--- config.mk ---
export PLATFORM = sky130hd
export DESIGN_NAME = patternbuf_banked
export DESIGN_NICKNAME = d
export VERILOG_FILES = /design/src/rtl/patternbuf_pkg.sv /design/src/rtl/patternbuf_bank.sv /design/src/rtl/patternbuf_banked.sv
export SDC_FILE = /design/constraint.sdc
export NUM_CORES = 2
export LEC_CHECK = 0
export ABC_AREA = 1
export CAP_MARGIN = 25
export CORE_ASPECT_RATIO = 1.2
export CORE_MARGIN = 4
export CORE_UTILIZATION = 45
export CTS_BUF_LIST = sky130_fd_sc_hd__clkbuf_8
export DETAILED_ROUTE_END_ITERATION = 16
export PLACE_DENSITY = 0.71
export SLEW_MARGIN = 20
export SYNTH_ARGS = -nofsm -noshare
export SYNTH_HDL_FRONTEND = slang
export SYNTH_SLANG_ARGS = --single-unit
--- constraint.sdc ---
create_clock -name clk -period 3.8 [get_ports clk]
set_input_delay 0.76 -clock clk [delete_from_list [all_inputs] [get_ports clk]]
set_output_delay 0.76 -clock clk [all_outputs]
set_load 0.02 [all_outputs]
--- src/rtl/patternbuf_pkg.sv ---
// rtl/patternbuf_pkg.sv - shared constants and sizing helpers for the banked pattern buffer
// Purpose: default geometry of the pattern store plus width helpers used by
//          patternbuf_bank and patternbuf_banked.
// Contents: DEF_BUF_WIDTH, DEF_BUF_SIZE, DEF_NUM_BANKS, addr_w(), cnt_w().
package patternbuf_pkg;

  localparam int DEF_BUF_WIDTH = 8;
  localparam int DEF_BUF_SIZE  = 32;
  localparam int DEF_NUM_BANKS = 2;

  // Index width for 'size' entries; never narrower than one bit.
  function automatic int addr_w(input int size);
    return (size > 1) ? $clog2(size) : 1;
  endfunction

  // Serial bit counter width: must be able to hold size*width itself.
  function automatic int cnt_w(input int size, input int width);
    return $clog2(size * width + 1);
  endfunction

endpackage

--- src/rtl/patternbuf_bank.sv ---
// rtl/patternbuf_bank.sv - one pattern bank: serial shift chain plus field write port
// Purpose: BUF_SIZE x BUF_WIDTH register bank. Shift has priority over write.
//          Optional per-field even parity when PATTERNBUF_PARITY_EN is defined.
// Ports:
//   clk, reset          clock, synchronous active-high reset
//   shift_en, sin       shift whole bank by one bit, sin enters field 0 bit 0
//   sout                MSB of the last field
//   wr_en, wr_addr,     field write
//   wr_data
//   flat                bank contents, field n at [n*BUF_WIDTH +: BUF_WIDTH]
//   par_recalc, par     (PATTERNBUF_PARITY_EN only) recompute all parity on a
//                       shift, per-field parity bits
module patternbuf_bank
  import patternbuf_pkg::*;
#(
  parameter int BUF_WIDTH = DEF_BUF_WIDTH,
  parameter int BUF_SIZE  = DEF_BUF_SIZE,
  parameter int ADDR_W    = addr_w(DEF_BUF_SIZE)
) (
  input  logic                          clk,
  input  logic                          reset,
  input  logic                          shift_en,
  input  logic                          sin,
  output logic                          sout,
  input  logic                          wr_en,
  input  logic [ADDR_W-1:0]             wr_addr,
  input  logic [BUF_WIDTH-1:0]          wr_data,
  output logic [BUF_SIZE*BUF_WIDTH-1:0] flat
`ifdef PATTERNBUF_PARITY_EN
  ,
  input  logic                          par_recalc,
  output logic [BUF_SIZE-1:0]           par
`endif
);

  logic [BUF_WIDTH-1:0] r_mem   [BUF_SIZE];
  logic [BUF_WIDTH-1:0] w_shift [BUF_SIZE];

  // Whole bank as one chain: each field's MSB carries into the next field's LSB.
  always_comb begin
    w_shift[0] = {r_mem[0][BUF_WIDTH-2:0], sin};
    for (int n = 1; n < BUF_SIZE; n++) begin
      w_shift[n] = {r_mem[n][BUF_WIDTH-2:0], r_mem[n-1][BUF_WIDTH-1]};
    end
  end

  always_ff @(posedge clk) begin
    if (reset) begin
      for (int n = 0; n < BUF_SIZE; n++) r_mem[n] <= '0;
    end else if (shift_en) begin
      r_mem <= w_shift;
    end else if (wr_en) begin
      r_mem[wr_addr] <= wr_data;
    end
  end

`ifdef PATTERNBUF_PARITY_EN
  logic [BUF_SIZE-1:0] r_par;

  // Parity of the completed load is taken from the post-shift data so it
  // lands on the same edge as the final bit.
  always_ff @(posedge clk) begin
    if (reset) begin
      r_par <= '0;
    end else if (shift_en) begin
      if (par_recalc) begin
        for (int n = 0; n < BUF_SIZE; n++) r_par[n] <= ^w_shift[n];
      end
    end else if (wr_en) begin
      r_par[wr_addr] <= ^wr_data;
    end
  end

  assign par = r_par;
`endif

  assign sout = r_mem[BUF_SIZE-1][BUF_WIDTH-1];

  for (genvar g = 0; g < BUF_SIZE; g++) begin : g_flat
    assign flat[g*BUF_WIDTH +: BUF_WIDTH] = r_mem[g];
  end

endmodule

--- src/rtl/patternbuf_banked.sv ---
// rtl/patternbuf_banked.sv - multi-bank pattern store with serial shadow load and atomic swap
// Purpose: active bank serves field reads/writes while the shadow bank
//          ((active+1) mod NUM_BANKS) loads serially; swap_req exchanges them.
//          Optional parity: define PATTERNBUF_PARITY_EN to add parity_err.
// Ports:
//   clk, reset                   clock, synchronous active-high reset
//   ssel, sin, sout              serial load of shadow bank, shadow chain MSB
//   load_done, shadow_valid      load completion pulse, complete unswapped shadow
//   swap_req, swap_ack           swap request, 1-cycle acknowledge
//   active_bank                  current active bank index
//   field_addr, field_write,     field access on the active bank
//   field_in, field_rd
//   field_byte, field_valid      registered read data and its strobe
//   addr_err                     out-of-range access pulse
//   pattern_flat                 active bank contents
//   parity_err                   (PATTERNBUF_PARITY_EN only) read parity mismatch
module patternbuf_banked
  import patternbuf_pkg::*;
#(
  parameter  int BUF_WIDTH = DEF_BUF_WIDTH,
  parameter  int BUF_SIZE  = DEF_BUF_SIZE,
  parameter  int NUM_BANKS = DEF_NUM_BANKS,
  localparam int ADDR_W    = addr_w(BUF_SIZE),
  localparam int BANK_W    = addr_w(NUM_BANKS)
) (
  input  logic                          clk,
  input  logic                          reset,
  input  logic                          ssel,
  input  logic                          sin,
  output logic                          sout,
  output logic                          load_done,
  output logic                          shadow_valid,
  input  logic                          swap_req,
  output logic                          swap_ack,
  output logic [BANK_W-1:0]             active_bank,
  input  logic [ADDR_W-1:0]             field_addr,
  input  logic                          field_write,
  input  logic [BUF_WIDTH-1:0]          field_in,
  input  logic                          field_rd,
  output logic [BUF_WIDTH-1:0]          field_byte,
  output logic                          field_valid,
  output logic                          addr_err,
`ifdef PATTERNBUF_PARITY_EN
  output logic                          parity_err,
`endif
  output logic [BUF_SIZE*BUF_WIDTH-1:0] pattern_flat
);

  localparam int TOTAL = BUF_SIZE * BUF_WIDTH;
  localparam int CNT_W = cnt_w(BUF_SIZE, BUF_WIDTH);

  logic [CNT_W-1:0]     r_cnt;
  logic [BANK_W-1:0]    r_active;
  logic                 r_shadow_valid;
  logic                 r_load_done;
  logic                 r_swap_ack;
  logic [BUF_WIDTH-1:0] r_field_byte;
  logic                 r_field_valid;
  logic                 r_addr_err;

  logic [BANK_W-1:0]    w_shadow;
  logic                 w_in_range;
  logic                 w_last_bit;
  logic                 w_load_fin;
  logic                 w_swap;
  logic [TOTAL-1:0]     w_flat   [NUM_BANKS];
  logic                 w_sout   [NUM_BANKS];
  logic [BUF_WIDTH-1:0] w_fields [BUF_SIZE];
  logic [BUF_WIDTH-1:0] w_rd_data;

  always_comb begin
    w_shadow = (r_active == BANK_W'(NUM_BANKS - 1)) ? '0 : r_active + BANK_W'(1);
  end

  assign w_in_range = ({1'b0, field_addr} < (ADDR_W + 1)'(BUF_SIZE));
  assign w_last_bit = (r_cnt == CNT_W'(TOTAL - 1));
  // A shift into an already-valid shadow restarts the load, so it never completes one.
  assign w_load_fin = ssel & ~r_shadow_valid & w_last_bit;
  assign w_swap     = swap_req & r_shadow_valid & ~ssel;

`ifdef PATTERNBUF_PARITY_EN
  logic [BUF_SIZE-1:0] w_par [NUM_BANKS];
  logic                r_parity_err;
`endif

  for (genvar g = 0; g < NUM_BANKS; g++) begin : g_bank
    patternbuf_bank #(
      .BUF_WIDTH (BUF_WIDTH),
      .BUF_SIZE  (BUF_SIZE),
      .ADDR_W    (ADDR_W)
    ) u_bank (
      .clk        (clk),
      .reset      (reset),
      .shift_en   (ssel && (w_shadow == BANK_W'(g))),
      .sin        (sin),
      .sout       (w_sout[g]),
      .wr_en      (field_write && w_in_range && (r_active == BANK_W'(g))),
      .wr_addr    (field_addr),
      .wr_data    (field_in),
      .flat       (w_flat[g])
`ifdef PATTERNBUF_PARITY_EN
      ,
      .par_recalc (w_load_fin),
      .par        (w_par[g])
`endif
    );
  end

  assign pattern_flat = w_flat[r_active];

  for (genvar g = 0; g < BUF_SIZE; g++) begin : g_fields
    assign w_fields[g] = pattern_flat[g*BUF_WIDTH +: BUF_WIDTH];
  end

  assign w_rd_data = w_fields[field_addr];

  always_ff @(posedge clk) begin
    if (reset) begin
      r_cnt          <= '0;
      r_active       <= '0;
      r_shadow_valid <= 1'b0;
      r_load_done    <= 1'b0;
      r_swap_ack     <= 1'b0;
      r_field_byte   <= '0;
      r_field_valid  <= 1'b0;
      r_addr_err     <= 1'b0;
    end else begin
      r_load_done <= 1'b0;
      r_swap_ack  <= 1'b0;
      if (ssel) begin
        if (r_shadow_valid) begin
          r_shadow_valid <= 1'b0;
          r_cnt          <= CNT_W'(1);
        end else if (w_last_bit) begin
          r_shadow_valid <= 1'b1;
          r_load_done    <= 1'b1;
          r_cnt          <= '0;
        end else begin
          r_cnt <= r_cnt + CNT_W'(1);
        end
      end else if (w_swap) begin
        r_active       <= w_shadow;
        r_shadow_valid <= 1'b0;
        r_swap_ack     <= 1'b1;
        r_cnt          <= '0;
      end
      // Reads sample the pre-edge active bank: read-before-write and pre-swap data.
      r_field_valid <= field_rd;
      if (field_rd) begin
        r_field_byte <= w_in_range ? w_rd_data : '0;
      end
      r_addr_err <= (field_rd | field_write) & ~w_in_range;
    end
  end

`ifdef PATTERNBUF_PARITY_EN
  always_ff @(posedge clk) begin
    if (reset) begin
      r_parity_err <= 1'b0;
    end else begin
      r_parity_err <= field_rd & w_in_range & (w_par[r_active][field_addr] != ^w_rd_data);
    end
  end

  assign parity_err = r_parity_err;
`endif

  assign sout         = w_sout[w_shadow];
  assign load_done    = r_load_done;
  assign shadow_valid = r_shadow_valid;
  assign swap_ack     = r_swap_ack;
  assign active_bank  = r_active;
  assign field_byte   = r_field_byte;
  assign field_valid  = r_field_valid;
  assign addr_err     = r_addr_err;

endmodule

==> results.json <==
{
  "worstPathArrival_ps": 2980,
  "worstPathRequired_ps": 3040,
  "async_reset_ff_frac": 0,
  "synth_mux_area_frac": 0,
  "grt.overflow.total": 0,
  "synth-edff-count": 0,
  "totalWireLength_um": 125000,
  "finalNetCount": 5105,
  "relSlewSlack": 0.293,
  "cts_sinks": 534,
  "die_x_um": 245,
  "cp_common_cell": "nand2_1",
  "grt_pass1_vias": 31210,
  "syn_to_final_growth_pct": 17.9,
  "hold_viol": 0,
  "grt.total_usage": 0.332,
  "cts_inserted_buffers": 91,
  "rr_worst_depth": 9,
  "cts_tree": "done",
  "holdWs_ps": 445,
  "dp_slack_ps": 331,
  "rows": 103,
  "routedWlPerCell_um": 20.7,
  "cellLeakagePower_nw": 14.6,
  "yosys.area_share.simple": 0.306,
  "synthXorXnorAreaFrac": 0.000579,
  "synth.distinct_cells": 34,
  "report.final.setup_viol": 0,
  "clk_pin_slew_ps": 60,
  "post-route-util": 0.539,
  "ys_seq_area_frac": 0.353,
  "fin_setup_tns_ps": 0,
  "critical_path.cell_chain": "inv_8 > buf_4 > nand2_1 > nand2_1 > clkdlybuf4s50_1",
  "synthFlopType": "dfxtp_1",
  "ys_top_cells_by_area": "dfxtp_1, nand2_1, o21ai_0, a21oi_1, nor2_1",
  "placed_area_um2": 33800,
  "layout_min_cycle_time_ps": 3740,
  "antenna_found_initial": 2,
  "min_from": "reset",
  "fin_area_um2": 35700,
  "power_density_nw_per_um2": 349,
  "start_util": 0.457,
  "dp.cells": 5881,
  "hold_path_end": "r_cnt[0]",
  "end_kind": "output port",
  "yosysWarnings": 0,
  "min_path_type": "in -> reg",
  "r2r_slack_ps": 770,
  "max-cap-violations": 0,
  "gp_congestion": 0.941,
  "reg2reg_to": "g_bank[1].u_bank.flat[1]",
  "clockBufferDepth": 3,
  "cts-root-buf": "clkbuf_8",
  "synthAdderAreaFrac": 0.000413,
  "syn_area_per_cell_um2": 6.10,
  "path_class": "reg -> out",
  "status": "finished clean",
  "path_depth": 5,
  "cpLargestDelayFamily": "buffers and inverters",
  "clock_latency_ps": 700,
  "setup_ws_ps": 61.3,
  "syn_inst": 4961,
  "syn_area_um2": 30300,
  "final_cells": 6041,
  "grt_pass1_wl_um": 187000,
  "dieArea_um2": 71500,
  "viasPerCell": 5.77,
  "portBuffers": 289,
  "synthTopCellsByCount": "nand2_1, o21ai_0, dfxtp_1",
  "yosysMostFrequentCell": "nand2_1",
  "synth_area_leader_cell": "dfxtp_1",
  "final_antenna_net_count": 0,
  "grt_setup_unrepaired": "yes",
  "ir_worst_vdd_v": 0.000221,
  "max_freq_ghz": 0.267,
  "synth-compound-area-share": 0.251,
  "tightest_slew_ps": 1060,
  "cpMaxStageDelayCell": "clkdlybuf4s50_1",
  "first_pass_iters": 7,
  "fp.dieH_um": 292,
  "layout-drive-gt1-share": 0.0591,
  "h-tree-depth": 3,
  "cp-start-kind": "register",
  "post-route-drc-count": 0,
  "dr_total_vias": 34870,
  "slowest_delay_ps": 660,
  "dr.first_iter.drc_count": 3844,
  "yosysTopAreaCellShare": 0.353,
  "syn_nets": 4982,
  "slew_violations": 0,
  "synth_top_family_by_area": "simple AND/OR/NAND/NOR gates",
  "path_buf_inv": 3,
  "grt_max_degree": 196,
  "postCtsHoldBufs": 0,
  "num_io_pins": 291,
  "holdPathStages": 2,
  "core_um2": 66200,
  "period_share": 0.984,
  "r2r_start": "active_bank",
  "finClkSkew_ps": 43.6,
  "ys_seq_elements": 534,
  "cp_max_fo": 70,
  "power_mw": 12.4,
  "hpwl_um": 82400
}
[report_power, final]
part | internal (mW) | switching (mW)
Sequential | 5.78 | 0.131
Clock | 2.75 | 2.51
Combinational | 0.352 | 0.910
Total | 8.88 | 3.56
[cell usage in the layout (no fill, tap or decap), drive strengths merged, types with 3 or more instances in the layout]
master / instances
clkbuf: 115
o21ai: 645
nand3: 162
clkinvlp: 3
nor3: 14
diode: 3
clkinv: 7
a21oi: 436
a31oi: 135
nor2: 404
o211ai: 71
buf: 110
and2: 48
nand4: 4
nand2: 1727
a211oi: 94
inv: 344
dfxtp: 534
clkdlybuf4s50: 286
[worst max-delay path by stage]
stage	startpoint	endpoint	slack, ps
2_1_floorplan	active_bank	pattern_flat[238]	1480
3_3_place_gp	field_addr[0]	g_bank[1].u_bank.flat[232]	460
3_5_place_dp	field_addr[1]	g_bank[1].u_bank.flat[229]	330
4_1_cts	active_bank	pattern_flat[107]	60
5_1_grt	active_bank	pattern_flat[104]	-20
6_report	active_bank	pattern_flat[104]	60
[layout make-up]
class                   instances  area (um2)
diodes                          3        7.51
clock buffers                 114        1570
clock inverters                41         209
fillers                      6807       30600
inverters                     314        1210
multi-input cells            3746       16900
flip-flops and latches        534       10700
well taps                     892        1120
repair buffers                397        3950
[cells by family after synthesis]
family,after synthesis
AOI/OAI and AO/OA,1383
xor gates and xnor gates,2
adders and majority gates,1
buffers and inverters,681
DFF,534
other,1
and+or+nand+nor,2359
[flip-flops by register name, summed over array words and instances (netlist names)]
signal / cells
active_bank: 1
field_byte: 8
field_valid: 1
g_bank.u_bank.flat: 512
load_done: 1
r_cnt: 9
shadow_valid: 1
swap_ack: 1
[per-layer routing]
metal,up-vias,track usage,share of wire
li1,16537,-,-
met3,426,0.0676,0.10
met1,15956,0.427,0.39
met4,2,0.180,0.063
met2,1949,0.522,0.44
met5,-,0,0.000096
[repair_timing]
action | in CTS | in global routing
endpoints found under the hold margin | 0 | 0
setup endpoints to repair | 42 | 5
gates resized for setup | 1 | 1
setup buffers | 1 | 0
(Power assumes the default switching activity.)
